==> config.mk <==
export PLATFORM = sky130hd
export DESIGN_NAME = cache_controller
export DESIGN_NICKNAME = d
export VERILOG_FILES = /design/src/rtl/cache_controller.sv
export SDC_FILE = /design/constraint.sdc
export NUM_CORES = 1
export LEC_CHECK = 0
export ABC_AREA = 1
export CORE_ASPECT_RATIO = 1.5
export CORE_MARGIN = 10
export CORE_UTILIZATION = 45
export CTS_BUF_LIST = sky130_fd_sc_hd__clkbuf_8
export CTS_CLUSTER_DIAMETER = 40
export DETAILED_ROUTE_END_ITERATION = 8
export GPL_TIMING_DRIVEN = 1
export HOLD_SLACK_MARGIN = 0.05
export PLACE_DENSITY = 0.83
export SLEW_MARGIN = 20
export SYNTH_ARGS = -nofsm -noshare
export SYNTH_HDL_FRONTEND = slang
export SYNTH_SLANG_ARGS = --single-unit
export TNS_END_PERCENT = 30
==> constraint.sdc <==
create_clock -name clock -period 4.4 [get_ports clock]
set_clock_uncertainty 0.2 [all_clocks]
set_input_delay 1.1 -clock clock [delete_from_list [all_inputs] [get_ports clock]]
set_output_delay 1.1 -clock clock [all_outputs]
set_load 0.05 [all_outputs]
==> src/rtl/cache_controller.sv <==
// cache_controller: miss-handling FSM for a direct-mapped write-back data cache
module cache_controller #(
  parameter int TAG_W    = 25,
  parameter int INDEX_W  = 3,
  parameter int OFFSET_W = 4,
  parameter int BLOCK_W  = 128
) (
  input  logic               clock,
  input  logic               reset,
  input  logic               read,
  input  logic               write,
  input  logic [31:0]        address,
  input  logic [7:0]         writedata,
  output logic               busywait,
  input  logic               mem_BusyWait,
  input  logic [TAG_W-1:0]   Tag1,
  input  logic [BLOCK_W-1:0] writedata1,
  input  logic [TAG_W-1:0]   Tag,
  input  logic [INDEX_W-1:0] Index,
  input  logic               hit,
  input  logic               dirty,
  output logic               mem_Read,
  output logic               mem_Write,
  output logic [BLOCK_W-1:0] mem_Writedata,
  output logic [31:0]        mem_Address
);
  typedef enum logic [1:0] {IDLE, WRITE_BACK, MEM_READ} state_t;
  state_t state, next_state;
  logic issued;
  logic [TAG_W-1:0] tag_l, tag1_l;
  logic [INDEX_W-1:0] index_l;
  logic [BLOCK_W-1:0] block_l;
  logic miss, done;
  logic unused_inputs;
  assign unused_inputs = ^{address, writedata};
  assign miss = (read | write) & ~hit;
  // issued blocks an exit on a busy line memory has not yet had time to raise
  assign done = issued & ~mem_BusyWait;
  always_ff @(posedge clock) begin
    if (!reset) begin
      state   <= IDLE;
      issued  <= 1'b0;
      tag_l   <= '0;
      tag1_l  <= '0;
      index_l <= '0;
      block_l <= '0;
    end else begin
      state  <= next_state;
      issued <= (state != IDLE) && (next_state == state);
      if (state == IDLE && next_state != IDLE) begin
        tag_l   <= Tag;
        tag1_l  <= Tag1;
        index_l <= Index;
        block_l <= writedata1;
      end
    end
  end
  always_comb begin
    next_state    = state;
    busywait      = 1'b1;
    mem_Read      = 1'b0;
    mem_Write     = 1'b0;
    mem_Address   = '0;
    mem_Writedata = '0;
    case (state)
      IDLE: begin
        busywait = miss;
        if (miss) next_state = dirty ? WRITE_BACK : MEM_READ;
      end
      WRITE_BACK: begin
        mem_Write     = 1'b1;
        mem_Address   = {tag1_l, index_l, {OFFSET_W{1'b0}}};
        mem_Writedata = block_l;
        if (done) next_state = MEM_READ;
      end
      MEM_READ: begin
        mem_Read    = 1'b1;
        mem_Address = {tag_l, index_l, {OFFSET_W{1'b0}}};
        if (done) next_state = IDLE;
      end
      default: next_state = IDLE;
    endcase
  end
endmodule

Yosys cells after proc, flatten, opt, wreduce, memory -nomap -nowiden
Cells that the tools add are included.
{"block": "op_classes", "eq_ne": 3, "mux": 10, "bitwise": 5, "n_reduce_logical": 5}
{"cell": "128-bit two-way mux", "count": 1}
{"cell": "32-bit case mux with 2 select lines", "count": 1}
{"cell": "2-bit two-way mux", "count": 4}
{"cell": "2-bit case mux with 3 select lines", "count": 1}
{"cell": "2-bit nonzero test", "count": 2}
{"cell": "1-bit two-way mux", "count": 3}
{"cell": "1-bit AND", "count": 2}
{"cell": "2-bit by 1-bit equality test with 1-bit output (second input constant)", "count": 1}
{"cell": "2-bit equality test", "count": 1}
{"cell": "2-bit equality test (second input constant)", "count": 1}
{"cell": "1-bit logical AND", "count": 2}
{"cell": "2-bit zero test", "count": 1}
{"cell": "1-bit inverter", "count": 2}
{"cell": "1-bit OR", "count": 1}
{"block": "word_totals", "ff_bits": 184, "inputBits": 228, "output_inout_bits": 163, "word_cells": 29}

Depth between registers and ports, before layout
{"block": "logic_depth", "depth_word": 6, "ltp_mapped": 14}

Worst setup path after synthesis
OpenSTA, ideal clock, no wires.
{"block": "synth_timing", "path_kind": "register to output", "startpoint": "register state[0]", "endpoint": "output port mem_Address[10]", "arrival_ps": 2285, "path_slack_ps": 815, "path_stages_with_launch": 7, "n_path_buf": 2, "cell_sequence": "dfxtp_1 > inv_1 > ha_1 > buf_4 > clkbuf_1 > nand2_1 > a21oi_1"}
{"block": "synth_between", "elab_chain_cells": 2}
{"item": "start, declared", "line": "28", "text": "state_t state, next_state;"}
{"item": "start signal, assigned", "line": "48", "text": "state <= next_state;"}
{"item": "2-bit equality test / 2-bit by 1-bit equality test with 1-bit output (equally long branches)", "line": "65", "text": "case (state)"}
{"item": "32-bit case mux with 2 select lines (*)", "line": "65"}
{"item": "end, declared", "line": "25", "text": "output logic [31:0] mem_Address"}
Every way passes the cells marked *; elsewhere a longest branch is shown, timed or not.

Final worst setup path
{"block": "layout_timing", "startpoint": "register state[1]", "endpoint": "output port mem_Writedata[4]"}
{"block": "layout_between", "elab_chain_cells": 2}
{"item": "2-bit by 1-bit equality test with 1-bit output", "line": "65"}
{"item": "128-bit two-way mux", "line": "65"}
{"item": "end, declared", "line": "24", "text": "output logic [BLOCK_W-1:0] mem_Writedata,"}
No other way between the ends.

==> results.toml <==
[critical_path]
crit_path_end_kind = "output pin"
critPathKind = "reg2out"
cp_common_cell = "inv_1"
path_cells = "inv_1, ha_4, buf_12, nand2_1, inv_1, clkdlybuf4s50_1"
crit_fanout = 86
required_ns = 3.10
critPathLaunchType = "register"
slowest_delay_ns = 0.82
critPathSlowestCell = "clkdlybuf4s50_1"
r2r-start = "state[0]$_SDFF_PN0_"
startpoint = "state[1]$_SDFF_PN0_"
arrival_ns = 2.86

[timing]
final-max-slew-violation-count = 0
hold_ws_ns = 0.286
setup_viol = 0
tightest_slew_ns = 1.09
clock.fmax_ghz = 0.240
period_minus_slack_ns = 4.16
tns_ns = 0
rsz0062_at_grt = "no"
slew-limit-headroom_pct = 27.5
period_share_pct = 94.6
hold_viol_final = 0

[placement]
port_buffers = 346
dp_hpwl_um = 21500
place.gp.congestion = 0.800
placedCellCount = 2107

[pwr]
leakage_nw = 7.11
pwr_density_cell_nw_per_um2 = 387
peakVddDrop_mv = 0.209
power.total_mw = 5.25

[yosys]
synth.avg_cell_area_um2 = 6.13
netlist_area_um2 = 9820
synth_cell_types = 22
postSynth.asyncResetShare_pct = 0
synth_ff_type = "dfxtp_1"
synthTopCellsByCount = "nand2_1 (375), inv_1 (319), a21oi_1 (196)"
syn_inst = 1601
yosysTopAreaCell = "dfxtp_1"
yosys_warnings = 0
synth_top_area_share_pct = 37.5
seq_area_frac_synth_pct = 37.5
yosys-top-cells-area = "dfxtp_1 (38%), nand2_1 (14%), inv_1 (12%)"
synth_seq_cells = 184
synth_edf_count = 0
synth_most_common_cell = "nand2_1"

[clock_network]
cts_setup_buffers = 0
ctsResizeCount = 0
cts_buffer_depth = 2
cts_root_buffer = "clkbuf_8"
clkTransAtPathRegs_ns = 0.09
cts_tree = "built"
htreeDepth = 4
postCtsHoldBufs = 0
insertion_delay_ns = 0.46
cts.sinks = 184
cts_inserted_buffers = 17

[die]
core-area_um2 = 21600
die_y_um = 201
num_rows = 66
die_area_um2 = 28200
start_util_pct = 45.6
die_w_um = 141
ios = 391

[grt]
grt_pass1_wl_um = 48500
grt_pass1_vias = 9473
grt.overflow.total = 0
grt_max_degree = 231
antenna_found_initial = 6
grt.total_usage_pct = 20.7

[detailed_routing]
drt_iter0_drc = 675
drt-total-wl_um = 30800
vias_per_cell = 4.83
first_pass_iters = 6
drc_errors = 0
routedWlPerCell_um = 14.4
postRouteAntennaNets = 0
num_vias = 10300

[finish]
regArea_um2 = 3680
final_cells = 2143
nFillCells = 1975
drive_gt1_share_pct = 3.32
multi_input_area_um2 = 4270
syn2layout_area_growth_pct = 38.0
final_nets = 2087

[run_status]
status = "completed"

[min_path]
hold_class = "reg2reg"
hold_start = "tag1_l[23]$_SDFFE_PN0P_"

[run]
drv_cap = 0
==> registers in the layout, summed over array words and instances, names as in the netlist <==
signal	cells
state	2
issued	1
index_l	3
block_l	128
tag_l	25
tag1_l	25
==> final timing paths <==
path | slack (ns) | end | depth (start not counted)
worst min-delay path | 0.29 | tag1_l[23]$_SDFFE_PN0P_ | 2
worst max register to register | 1.44 | index_l[0]$_SDFFE_PN0P_ | 13
worst max-delay path | 0.24 | mem_Writedata[4] | 6
worst min register to register | 0.29 | tag1_l[23]$_SDFFE_PN0P_ | 2
==> kinds of logic after synthesis <==
| kind of cell | count (synthesis) | share of synthesized area, % |
|---|---|---|
| AND/OR/NAND/NOR | 754 | 31.3 |
| buffers and inverters | 449 | 19.5 |
| AO/OA/AOI/OAI | 208 | 11.0 |
| flip-flops | 184 | 37.5 |
| adder cells (fa/ha/maj) | 5 | 0.637 |
| other | 1 | 0.0382 |
==> final cells by class <==
class / count / share of cell area (%)
Timing Repair Buffer: 358 / 26.9
Antenna cell: 4 / 0.0739
Clock buffer: 18 / 1.83
Tap cell: 272 / 2.51
Clock inverter: 14 / 1.09
Multi-Input combinational cell: 971 / 31.5
Inverter: 322 / 8.92
Sequential cell: 184 / 27.2
==> where the power goes <==
part	leakage (nW)	total (mW)	internal, mW	switching, mW
registers	1.52	2.21	2.03	0.184
logic	5.38	1.86	0.705	1.16
clock network	0.205	1.17	0.525	0.648
total	7.11	5.25	3.26	1.99
==> per-layer routing <==
layer  global-route usage (%)  up-vias  share of wire [%]
met3                     7.98       56                9.3
met4                     8.91        4                3.0
met1                     21.7     4648                 37
met5                        0        -              0.075
met2                     35.9      339                 50
li1                         -     5296                  -
==> worst max-delay path, delay by kind of cell, from the launching register on <==
kind / cells / cell delay [ns]
adders and majority gates: 1 / 0.39
buffers and inverters: 4 / 1.46
DFF: 1 / 0.36
and+or+nand+nor: 1 / 0.10
==> cell usage in the layout (no fill, tap or decap), types with 4 or more instances in the layout <==
cell and n:
inv_1 320, clkdlybuf4s50_1 345, inv_6 4, a21oi_2 10
clkbuf_8 18, diode_2 4, buf_12 7, nand3_1 187
buf_4 5, conb_1 4, a21oi_1 196, dfxtp_1 184
nand2_1 375, nor2_1 188
==> metrics by stage <==
| stage | setup WS, ns | cell area, µm² | util [%] |
|---|---|---|---|
| after CTS | 0.185 | 13500 | 62.8 |
| final | 0.238 | 13600 | 62.9 |
| after floorplan | 0.815 | 9830 | - |
| after detailed placement | 0.457 | 13100 | 61.0 |
| after global placement | 0.459 | 13100 | 61.0 |
| after global routing | 0.0782 | 13600 | 62.9 |
Power figures use the tool's default switching activity.
